<file path="src/rtl/arm7tdmi_ifetch_bridge.sv">
// arm7tdmi_ifetch_bridge: turns a held fetch request into one registered word read on the instruction bus.
// Optional one-word line buffer enabled by defining ARM7TDMI_IFETCH_LINEBUF_EN.
module arm7tdmi_ifetch_bridge #(
    parameter int TIMEOUT_CYCLES = 64,
    parameter int ADDR_W         = 32
) (
    input  logic              clk,
    input  logic              rst_n,
    input  logic              flush,
    input  logic [ADDR_W-1:0] imem_vaddr,
    input  logic              imem_req,
    input  logic              imem_write,
    input  logic [1:0]        imem_size,
    output logic [31:0]       imem_rdata,
    output logic              imem_ready,
    output logic              imem_abort,
    output logic [ADDR_W-1:0] bus_addr,
    output logic              bus_req,
    input  logic [31:0]       bus_rdata,
    input  logic              bus_ack,
    input  logic              bus_err,
    output logic              busy
);
    typedef enum logic [2:0] {IDLE, REQ, RESP, ABORT_RESP, DISCARD} state_t;
    localparam int CW = TIMEOUT_CYCLES > 0 ? $clog2(TIMEOUT_CYCLES + 1) : 1;
    localparam logic [CW-1:0] CNT_LAST = CW'(TIMEOUT_CYCLES > 0 ? TIMEOUT_CYCLES - 1 : 0);

    state_t            state_q, state_d;
    logic [CW-1:0]     cnt_q, cnt_d;
    logic              bus_req_q, bus_req_d;
    logic [ADDR_W-1:0] bus_addr_q, bus_addr_d;
    logic [31:0]       rdata_q, rdata_d;
    logic              ready_q, ready_d;
    logic              abort_q, abort_d;
    logic              legal;
    logic              timeout_hit;
`ifdef ARM7TDMI_IFETCH_LINEBUF_EN
    logic              lb_valid_q, lb_valid_d;
    logic [ADDR_W-3:0] lb_addr_q, lb_addr_d;
    logic [31:0]       lb_data_q, lb_data_d;
`endif

    assign legal       = imem_req && !imem_write && imem_size == 2'b10;
    assign timeout_hit = TIMEOUT_CYCLES != 0 && cnt_q == CNT_LAST;

    always_comb begin
        state_d    = state_q;
        cnt_d      = cnt_q;
        bus_req_d  = bus_req_q;
        bus_addr_d = bus_addr_q;
        rdata_d    = rdata_q;
        ready_d    = 1'b0;
        abort_d    = 1'b0;
`ifdef ARM7TDMI_IFETCH_LINEBUF_EN
        lb_valid_d = lb_valid_q;
        lb_addr_d  = lb_addr_q;
        lb_data_d  = lb_data_q;
`endif
        case (state_q)
            IDLE: begin
                if (imem_req && !legal) begin
                    state_d = ABORT_RESP;
                    abort_d = 1'b1;
                end else if (legal && !flush) begin
`ifdef ARM7TDMI_IFETCH_LINEBUF_EN
                    if (lb_valid_q && lb_addr_q == imem_vaddr[ADDR_W-1:2]) begin
                        state_d = RESP;
                        ready_d = 1'b1;
                        rdata_d = lb_data_q;
                    end else begin
                        state_d    = REQ;
                        bus_req_d  = 1'b1;
                        bus_addr_d = imem_vaddr & ~ADDR_W'(3);
                        cnt_d      = '0;
                    end
`else
                    state_d    = REQ;
                    bus_req_d  = 1'b1;
                    bus_addr_d = imem_vaddr & ~ADDR_W'(3);
                    cnt_d      = '0;
`endif
                end
            end
            REQ: begin
                cnt_d = cnt_q + CW'(1);
                // A flush that coincides with the bus response consumes it here instead of waiting in DISCARD
                if (flush) begin
                    state_d   = (bus_ack || bus_err) ? IDLE : DISCARD;
                    bus_req_d = !(bus_ack || bus_err);
                end else if (bus_err) begin
                    state_d   = ABORT_RESP;
                    abort_d   = 1'b1;
                    bus_req_d = 1'b0;
                end else if (bus_ack) begin
                    state_d   = RESP;
                    ready_d   = 1'b1;
                    rdata_d   = bus_rdata;
                    bus_req_d = 1'b0;
`ifdef ARM7TDMI_IFETCH_LINEBUF_EN
                    lb_valid_d = 1'b1;
                    lb_addr_d  = bus_addr_q[ADDR_W-1:2];
                    lb_data_d  = bus_rdata;
`endif
                end else if (timeout_hit) begin
                    state_d = DISCARD;
                    abort_d = 1'b1;
`ifdef ARM7TDMI_IFETCH_LINEBUF_EN
                    lb_valid_d = 1'b0;
`endif
                end
            end
            RESP, ABORT_RESP: state_d = IDLE;
            DISCARD: begin
                if (bus_ack || bus_err) begin
                    state_d   = IDLE;
                    bus_req_d = 1'b0;
                end
            end
            default: state_d = IDLE;
        endcase
`ifdef ARM7TDMI_IFETCH_LINEBUF_EN
        if (flush || (bus_req_q && bus_err)) lb_valid_d = 1'b0;
`endif
    end

    always_ff @(posedge clk or negedge rst_n) begin
        if (!rst_n) begin
            state_q    <= IDLE;
            cnt_q      <= '0;
            bus_req_q  <= 1'b0;
            bus_addr_q <= '0;
            rdata_q    <= '0;
            ready_q    <= 1'b0;
            abort_q    <= 1'b0;
`ifdef ARM7TDMI_IFETCH_LINEBUF_EN
            lb_valid_q <= 1'b0;
            lb_addr_q  <= '0;
            lb_data_q  <= '0;
`endif
        end else begin
            state_q    <= state_d;
            cnt_q      <= cnt_d;
            bus_req_q  <= bus_req_d;
            bus_addr_q <= bus_addr_d;
            rdata_q    <= rdata_d;
            ready_q    <= ready_d;
            abort_q    <= abort_d;
`ifdef ARM7TDMI_IFETCH_LINEBUF_EN
            lb_valid_q <= lb_valid_d;
            lb_addr_q  <= lb_addr_d;
            lb_data_q  <= lb_data_d;
`endif
        end
    end

    // A flush arriving in the pulse cycle itself must still squash it, so it gates the registered pulse
    assign imem_ready = ready_q && !flush;
    assign imem_abort = abort_q && !flush;
    assign imem_rdata = rdata_q;
    assign bus_req    = bus_req_q;
    assign bus_addr   = bus_addr_q;
    assign busy       = state_q != IDLE;
endmodule
</file>
<file path="config.mk">
export PLATFORM = sky130hd
export DESIGN_NAME = arm7tdmi_ifetch_bridge
export DESIGN_NICKNAME = d
export VERILOG_FILES = /design/src/rtl/arm7tdmi_ifetch_bridge.sv
export SDC_FILE = /design/constraint.sdc
export NUM_CORES = 1
export LEC_CHECK = 0
export ABC_AREA = 0
export CORE_MARGIN = 2
export CORE_UTILIZATION = 30
export CTS_CLUSTER_DIAMETER = 60
export DETAILED_ROUTE_END_ITERATION = 8
export DONT_BUFFER_PORTS = 1
export PLACE_DENSITY = 0.47
export SLEW_MARGIN = 20
export SYNTH_ARGS = -nofsm -noshare
export SYNTH_HDL_FRONTEND = slang
export SYNTH_SLANG_ARGS = --single-unit
</file>
<file path="constraint.sdc">
create_clock -name clk -period 5.3 [get_ports clk]
set_input_delay 1.06 -clock clk [delete_from_list [all_inputs] [get_ports clk]]
set_output_delay 1.06 -clock clk [all_outputs]
set_load 0.03 [all_outputs]
</file>
### Word level (Yosys, flattened, before mapping)

Cells that the tools add are included.
W data, S select, Z words.

* add/sub/neg operators: 1
* reduce and logical (&&, ||, !) cells: 20
* equality and inequality tests: 10
* mux-type cells: 29
* bitwise operators: 3

Operators by type and width (number)
* $mux W3: 8
* $mux W1: 15
* $mux W7: 2
* $pmux W7 S2: 1
* $pmux W3 S3: 1
* $reduce_and A3 Y1: 3
* $add A7 B1 Y7 const B: 1
* $eq A7 B6 Y1 const B: 1
* $logic_and A1 B1 Y1: 6
* $ne A2 B2 Y1 const B: 3
* $reduce_bool A3 Y1: 2
* $ne A5 B5 Y1 const B: 1
* $reduce_and A5 Y1: 1
* $logic_not A1 Y1: 4
* $ne A4 B4 Y1 const B: 1
* $reduce_and A4 Y1: 1
* $eq A3 B1 Y1 const B: 1
* $eq A3 B3 Y1 const B: 1
* $logic_not A3 Y1: 1
* $ne A3 B3 Y1 const B: 1
* $not A1 Y1: 3
* $pmux W1 S3: 1
* $eq A2 B2 Y1 const B: 1
* $pmux W1 S2: 1
* 2 further kinds: 2

* output and inout bits: 68
* bits of input ports: 73
* register bits: 75

### Longest topological paths before layout

Gate-level depths: netlist (run 1).

* word-level depth: 7
* depth in mapped cells: 6
* mapped depth without buffers: 5

### Least setup slack after synthesis (run 1)

No wires, ideal clock.

* path kind: in2out
* start point: in flush
* end point: out imem_abort
* arrival: 1.492 ns
* path slack: 2.748 ns
* stages on the path: 1
* cell sequence: nor2b_1

* word-level cells in the longest chain between the ends: 2

Ends and longest elaborated chain
* from (decl): RTL line 9 `input logic flush,`
* $logic_not A1 Y1: RTL line 158 `assign imem_abort = abort_q && !flush;`
* $logic_and A1 B1 Y1: RTL line 158
* to (decl): RTL line 16 `output logic imem_abort,`

No other way between the ends.

### Worst setup path in the final report (run 1)

* start point: reg state_q[2]
* end point: out busy

* word-level cells in the longest chain between the ends: 1

Ends and longest elaborated chain
* from (decl): RTL line 28 `state_t state_q, state_d;`
* from (signal assigned): RTL line 141 `state_q <= state_d;`
* $reduce_bool A3 Y1: RTL line 162 `assign busy = state_q != IDLE;`
* to (decl): RTL line 22 `output logic busy`

No other way between the ends.

==> flow_summary.json, run 1 <==
{
  "period_needed_ns": 2.70,
  "antenna_found_initial": 0,
  "rows": 37,
  "routedWlPerCell_um": 16.1,
  "synth_seq_area_share_pct": 59.1,
  "die_w_um": 107,
  "diodes": 0,
  "final_util_pct": 33.9,
  "critPathSlowestCell": "dfrtp_1",
  "rsz0062_at_grt": "false",
  "crit_chain": "or2_1 -> nor2_2 -> inv_1",
  "cts_hold_buffers": 0,
  "critPathArrivalTime_ns": 1.64,
  "yosys.area.top_type": "dfrtp_1",
  "die_y_um": 107,
  "synth_area_leaders": "dfrtp_1, mux2_4, mux2_2",
  "cts_tree": "yes",
  "cpPeakStageDelay_ns": 0.49,
  "drt_iter0_markers": 60,
  "drc": 0,
  "routed_wl_mm": 5.80,
  "fin_hold_ws_ns": 0.404,
  "grt.overflow.total": 0,
  "io_pins": 141,
  "syn_inst": 216,
  "grt_pass1_wl_mm": 9.07,
  "synth_top_family_by_area": "multiplexers",
  "post_synth_num_cell_types": 37,
  "synth_edf_count": 0,
  "synth_xor_area_share_pct": 0,
  "final_common_cell": "dfrtp_1",
  "critPathCaptureType": "primary output",
  "dp_hpwl_mm": 3.90,
  "clock_skew_ns": 0.00760,
  "async_flop_share_pct": 100,
  "p_clk_share_pct": 19.2,
  "via_per_inst": 4.80,
  "cts_buffers": 9,
  "p_comb_share_pct": 19.1,
  "pwr_density_cell_nw_per_um2": 715,
  "fin_area_um2": 3500,
  "hp-class": "input port to async pin",
  "nets": 292,
  "setup_tns_ns": 0,
  "synth_compound_area_share_pct": 5.71,
  "cts_sinks": 75,
  "ys_seq_elements": 75,
  "core_um2": 10300,
  "synth_fa_ha_area_share_pct": 0.394,
  "ys.warnings.count": 0,
  "cts_setup_buffers": 0,
  "final-setup-viol-count": 0,
  "critPathMaxFanout": 8,
  "power_frac_seq_pct": 61.7,
  "syn_to_final_growth_pct": 10.1,
  "irDropWorstVdd_mv": 0.236,
  "switching_share_pct": 43.2,
  "avgSynthCellArea_um2": 14.7,
  "io_buffers": 0,
  "crit_buf_inv": 1,
  "grt_pass1_vias": 1778,
  "ys.flop_type": "dfrtp_1",
  "cap_violations": 0,
  "cts-resized-gates": 0,
  "synth_mux_area_share_pct": 26.4,
  "clk_pin_slew_ns": 0.08,
  "period_share_pct": 50.9,
  "vias": 1724,
  "critPathLaunchType": "flip-flop",
  "worstMarginPinSlew_ns": 1.03,
  "critPathTopFamily": "simple AND/OR/NAND/NOR gates",
  "power.leakage_nw": 1.66,
  "cts-root-buf": "clkbuf_8",
  "gr-usage-all-layers_pct": 10.4,
  "final_max_slew_viol_count": 0,
  "max_clock_freq_ghz": 0.370,
  "cp.required_ns": 4.24,
  "h-tree-depth": 3,
  "synth_simple_gate_area_share_pct": 5.12,
  "post_dp_cell_area_um2": 3280,
  "p_int_w": 0.00142,
  "final_cell_mix": "dfrtp_1, mux2_2, mux2_4",
  "hold_viol": 0,
  "drive_gt1_share_pct": 36.8,
  "cts_buffer_depth": 2,
  "status": "completed",
  "dr.pass1.iters": 4,
  "slew_headroom_pct": 31.4,
  "p_switching_w": 0.00108,
  "die-area_um2": 11400,
  "syn_area_um2": 3180,
  "start_util_pct": 30.8,
  "rrSetupSlack_ns": 2.99,
  "clk_latency_ns": 0.35,
  "ant_nets": 0,
  "grt_max_degree": 76,
  "fillers": 1023,
  "netlist.area_leader.share_pct": 59.1,
  "crit_type": "flip-flop to primary output",
  "place_congestion": 0.709
}
-- through the flow --
stage,power (W),cells,setup slack [ns]
2_1_floorplan,0.00193,217,2.75
6_report,0.00250,359,2.60
4_1_cts,0.00254,359,2.56
3_3_place_gp,0.00203,343,2.56
3_5_place_dp,0.00204,343,2.55
5_1_grt,0.00265,359,2.49
-- flip-flops by register name (all words and copies together), names as in the netlist --
signal and count:
ready_q 1, bus_addr 30, imem_rdata 32, abort_q 1, cnt_q 7, state_q 3
bus_req 1
-- cells in the mapped netlist (2+ instances only) --
cell type / number
dfrtp_1: 75
mux2_2: 32
mux2_4: 29
a21oi_1: 7
buf_2: 6
inv_1: 6
nor2_1: 6
o21ai_0: 6
nand2_1: 5
nand3_1: 5
nor3_1: 4
o2bb2ai_1: 4
buf_6: 3
mux2i_1: 3
buf_4: 2
nor2b_1: 2
-- path summary, 6_finish.rpt --
check,from,endpoint,depth (start not counted)
worst max-delay path,state_q[2],busy,3
worst min-delay path,rst_n,bus_addr[20],0
worst max register to register,state_q[0],imem_rdata[13],4
worst min register to register,cnt_q[5],cnt_q[5],1
max in group asynchronous,rst_n,state_q[0],0
min in group clk,cnt_q[5],cnt_q[5],1
-- cell type report --
type	instances	area [µm²]	share of cell area, %
Tap cell	136	170	4.87
Clock buffer	10	128	3.65
Sequential cell	75	1880	53.7
Clock inverter	6	90.1	2.58
Timing Repair Buffer	1	7.51	0.215
Inverter	6	22.5	0.644
Multi-Input combinational cell	125	1200	34.4
-- power by group through the flow --
stage	registers, W	clock network [W]	logic [W]
after floorplan	0.00148	0	0.000446
final	0.00154	0.000481	0.000477
after global placement	0.00156	0	0.000473
after detailed placement	0.00155	0	0.000491
after CTS	0.00155	0.000509	0.000487
after global routing	0.00159	0.000531	0.000528
-- routing by layer --
layer / up-vias / share of wire, % / routed length [µm] / global-route usage [%]
met5: - / 0 / 0 / 0
met4: 0 / 1.6 / 91 / 4.73
met3: 9 / 11 / 620 / 5.29
met2: 109 / 47 / 2700 / 15.9
met1: 842 / 41 / 2390 / 12.3
li1: 764 / - / - / -
-- logic make-up (layout without fill, tap and decap cells) --
| kind of cell | after synthesis | count (layout) |
|---|---|---|
| muxes | 65 | 65 |
| other | 1 | 2 |
| and+or+nand+nor | 30 | 30 |
| adders and majority gates | 1 | 1 |
| AOI/OAI and AO/OA | 27 | 27 |
| buffers and inverters | 17 | 23 |
| DFF | 75 | 75 |
Power figures use the tool's default switching activity.
==> run 2: changes to the inputs <==
==> constraint.sdc (replaced) <==
create_clock -name clk -period 2.7 [get_ports clk]
set_input_delay 0.54 -clock clk [delete_from_list [all_inputs] [get_ports clk]]
set_output_delay 0.54 -clock clk [all_outputs]
set_load 0.03 [all_outputs]
==> flow_summary.json, run 2 (synthesis results as in run 1) <==
{
  "status": "completed",
  "clk_latency_ns": 0.34,
  "crit_chain": "or2_1 -> nor2_2 -> inv_1",
  "cts-root-buf": "clkbuf_8",
  "cts-resized-gates": 0,
  "period_share_pct": 81.2,
  "cap_violations": 0,
  "r2r_start": "state_q[0]",
  "gr-usage-all-layers_pct": 10.3,
  "critPathSlowestCell": "dfrtp_1",
  "cpPeakStageDelay_ns": 0.48,
  "grt_max_degree": 76,
  "pwr_density_cell_nw_per_um2": 1420,
  "clock_skew_ns": 0.0101,
  "dp_hpwl_mm": 3.91,
  "place_congestion": 0.706,
  "antenna_found_initial": 0,
  "final_util_pct": 34.5,
  "cts_setup_buffers": 0,
  "critPathLaunchType": "flip-flop",
  "core_um2": 10300,
  "switching_share_pct": 42.3,
  "met1_length_mm": 2.40,
  "final_common_cell": "dfrtp_1",
  "rsz0062_at_grt": "false",
  "p_int_w": 0.00291,
  "syn_to_final_growth_pct": 12.0,
  "hp-class": "input port to async pin",
  "critPathCaptureType": "primary output",
  "routed_wl_mm": 5.80,
  "critPathMaxFanout": 8,
  "rrSetupSlack_ns": 0.58,
  "irDropWorstVdd_mv": 0.462,
  "die_w_um": 107,
  "ant_nets": 0,
  "cts_sinks": 75,
  "final_cell_mix": "dfrtp_1, mux2_2, mux2_4",
  "final-setup-viol-count": 0,
  "drc": 0,
  "cts_tree": "yes",
  "power_frac_seq_pct": 60.1,
  "h-tree-depth": 3,
  "cp.required_ns": 2.16,
  "largest_register_ffs": 32,
  "die-area_um2": 11400,
  "routedWlPerCell_um": 16.1,
  "p_comb_share_pct": 19.1,
  "cts_buffer_depth": 2,
  "clk_pin_slew_ns": 0.08,
  "setup_tns_ns": 0,
  "final_max_slew_viol_count": 0,
  "ff2ff_path_depth": 5,
  "nets": 294,
  "worstMarginPinSlew_ns": 0.590,
  "via_per_inst": 4.76,
  "regToRegEndpoint": "imem_rdata[3]",
  "place_inst": 344,
  "critPathArrivalTime_ns": 1.65,
  "p_clk_share_pct": 20.7,
  "dr.pass1.iters": 4,
  "met2_length_mm": 2.60,
  "vias": 1717,
  "grt_pass1_vias": 1724,
  "grt_pass1_wl_mm": 8.89,
  "final_cells": 361,
  "crit_type": "flip-flop to primary output",
  "diodes": 0,
  "io_pins": 141,
  "maxUsedRoutingLayer": "met4",
  "drive_gt1_share_pct": 36.9,
  "period_needed_ns": 2.19,
  "drt_iter0_markers": 82,
  "hold_viol": 0,
  "p_switching_w": 0.00213,
  "io_buffers": 0,
  "max_clock_freq_ghz": 0.456,
  "slew_headroom_pct": 60.6,
  "wl_met3_um": 720,
  "power.leakage_nw": 1.69,
  "start_util_pct": 30.8,
  "crit_path_start": "state_q[2]",
  "rows": 37,
  "cts_buffers": 9,
  "die_y_um": 107,
  "grt.overflow.total": 0
}
==> run 2: worst max path at each step <==
stage | slack [ns] | end | depth (start not counted)
after floorplan | 0.89 | bus_addr[21] | 5
after global placement | 0.61 | imem_rdata[3] | 5
after detailed placement | 0.62 | imem_rdata[20] | 5
after CTS | 0.48 | busy | 3
after global routing | 0.39 | busy | 3
final | 0.51 | busy | 3
==> run 2: routing by layer <==
metal	vias up	global-route usage (%)
li1	770	-
met1	834	12.3
met2	105	15.1
met3	8	6.14
met4	0	4.17
met5	-	0
==> run 2: cell type report <==
cell class	count	area [µm²]
clock buffers	12	145
clock inverters	4	97.6
fillers	1029	6770
inverters	6	22.5
multi-input cells	125	1200
flip-flops and latches	75	1880
well taps	136	170
repair buffers	3	42.5
==> run 2: worst max-delay path: cells and delay by family, from the launching register on <==
kind | cells | cell delay, ns
buffers and inverters | 1 | 0.20
AND/OR/NAND/NOR | 2 | 0.62
flip-flops | 1 | 0.48
==> run 2: power groups by stage <==
stage | clock network, W | registers [W] | logic [W]
CTS | 0.00109 | 0.00304 | 0.000980
detailed placement | 0 | 0.00305 | 0.000961
global route | 0.00114 | 0.00312 | 0.00107
global placement | 0 | 0.00306 | 0.000930
floorplan | 0 | 0.00291 | 0.000875
finish | 0.00105 | 0.00303 | 0.000964
==> run 2: metrics by stage <==
step	hold WS, ns	setup slack [ns]	cell area [µm²]	total power (W)
floorplan	0.244	0.890	3180	0.00379
global placement	0.247	0.615	3290	0.00399
detailed placement	0.246	0.623	3290	0.00401
CTS	0.0732	0.479	3560	0.00511
global route	0.0840	0.387	3560	0.00532
finish	0.0479	0.508	3560	0.00504
==> run 2: what timing repair did <==
action                     in CTS  in global routing
hold buffers                    1                  0
setup endpoints to repair       0                  0
hold endpoints to repair       75                  0
==> run 3: changes to the inputs <==
==> constraint.sdc (replaced) <==
create_clock -name clk -period 2.2 [get_ports clk]
set_input_delay 0.44 -clock clk [delete_from_list [all_inputs] [get_ports clk]]
set_output_delay 0.44 -clock clk [all_outputs]
set_load 0.03 [all_outputs]
==> flow_summary.json, run 3 (synthesis results as in run 1) <==
{
  "status": "completed",
  "crit_type": "flip-flop to primary output",
  "h-tree-depth": 3,
  "cts-resized-gates": 0,
  "nets": 296,
  "max_clock_freq_ghz": 0.486,
  "worstMarginPinSlew_ns": 0.576,
  "largest_register_ffs": 32,
  "routed_wl_mm": 5.79,
  "gr-usage-all-layers_pct": 10.5,
  "final_cell_mix": "dfrtp_1, mux2_2, mux2_4",
  "ff2ff_path_depth": 5,
  "switching_share_pct": 43.4,
  "cp.required_ns": 1.76,
  "pwr_density_cell_nw_per_um2": 1700,
  "setup_tns_ns": 0,
  "critPathArrivalTime_ns": 1.62,
  "via_per_inst": 4.77,
  "power_frac_seq_pct": 60.7,
  "syn_to_final_growth_pct": 12.5,
  "hp-class": "input port to flip-flop",
  "grt_pass1_vias": 1809,
  "final-setup-viol-count": 0,
  "grt.overflow.total": 0,
  "cts_buffer_depth": 2,
  "antenna_found_initial": 0,
  "clk_latency_ns": 0.34,
  "met2_length_mm": 2.65,
  "wl_met3_um": 651,
  "p_clk_share_pct": 19.1,
  "rrSetupSlack_ns": 0.28,
  "dr.pass1.iters": 4,
  "period_needed_ns": 2.06,
  "drt_iter0_markers": 59,
  "ant_nets": 0,
  "io_pins": 141,
  "die_y_um": 107,
  "met1_length_mm": 2.45,
  "cts-root-buf": "clkbuf_8",
  "slew_headroom_pct": 61.5,
  "drc": 0,
  "rows": 37,
  "cts_setup_buffers": 0,
  "critPathCaptureType": "primary output",
  "clk_pin_slew_ns": 0.09,
  "p_int_w": 0.00344,
  "place_congestion": 0.731,
  "place_inst": 345,
  "io_buffers": 0,
  "cts_sinks": 75,
  "maxUsedRoutingLayer": "met4",
  "vias": 1732,
  "dp_hpwl_mm": 3.93,
  "core_um2": 10300,
  "clock_skew_ns": 0.0131,
  "power.leakage_nw": 1.70,
  "critPathLaunchType": "flip-flop",
  "regToRegEndpoint": "imem_rdata[7]",
  "hold_viol": 0,
  "hold_path_depth": 1,
  "routedWlPerCell_um": 16.0,
  "grt_pass1_wl_mm": 9.29,
  "crit_path_start": "state_q[2]",
  "p_comb_share_pct": 20.2,
  "rsz0062_at_grt": "false",
  "die_w_um": 107,
  "cts_hold_buffers": 2,
  "diodes": 0,
  "die-area_um2": 11400,
  "irDropWorstVdd_mv": 0.566,
  "final_max_slew_viol_count": 0,
  "final_cells": 363,
  "r2r_start": "state_q[2]",
  "cts_tree": "yes",
  "drive_gt1_share_pct": 37.4,
  "start_util_pct": 30.8,
  "cap_violations": 0,
  "p_switching_w": 0.00264,
  "cts_buffers": 9,
  "final_common_cell": "dfrtp_1",
  "endpoint": "busy",
  "grt_max_degree": 76,
  "period_share_pct": 93.5,
  "critPathMaxFanout": 8
}
run 3: cell types whose count changed in the layout (fill, tap and decap cells not counted):
cell,delta
clkinv_2,+1
inv_6,+1
dlygate4sd3_1,+1
clkbuf_1,-1
clkbuf_8,-1
buf_12,+2
clkinvlp_4,+1
bufinv_16,-1
buf_4,-1
run 3: cell type report:
type / count / area (µm²)
tap: 136 / 170
multi-input combinational: 125 / 1200
inverter: 6 / 22.5
clock inverter: 6 / 88.8
timing repair buffer: 5 / 85.1
fill: 1037 / 6750
clock buffer: 10 / 128
sequential: 75 / 1880
run 3: power groups by stage:
stage / clock network [W] / logic (W) / registers [W]
after global placement: 0 / 0.00118 / 0.00374
after global routing: 0.00127 / 0.00137 / 0.00380
after CTS: 0.00122 / 0.00126 / 0.00371
final: 0.00116 / 0.00123 / 0.00369
after detailed placement: 0 / 0.00123 / 0.00372
after floorplan: 0 / 0.00107 / 0.00358
run 3: through the flow:
stage          utilization [%]  setup slack [ns]  hold slack, ns  total power (W)  cell area, µm²
2_1_floorplan                -             0.490           0.144          0.00465            3180
4_1_cts                   34.6             0.105           0.140          0.00619            3570
3_5_place_dp              32.2             0.314           0.147          0.00495            3320
3_3_place_gp              32.2             0.314           0.147          0.00492            3320
6_report                  34.6             0.143           0.167          0.00608            3570
5_1_grt                   34.6           0.00824           0.146          0.00644            3570
run 3: critical path, cell delays in order (launching register included):
cell and delay, ns:
dfrtp_1 0.49, or2_1 0.39, nor2_2 0.20, inv_1 0.20
run 3: metal layers:
metal  up-vias  track usage [%]
met2       106             15.9
met1       847             12.9
li1        774                -
met3         5             5.96
met5         -                0
met4         0             2.78
run 3: worst min path at each step:
stage	start	to	slack, ns
final	bus_err	state_q[2]	0.17
after global routing	bus_err	state_q[2]	0.15
after CTS	bus_err	state_q[2]	0.14
after detailed placement	rst_n	bus_addr[15]	0.15
after global placement	rst_n	bus_addr[15]	0.15
after floorplan	rst_n	abort_q	0.14
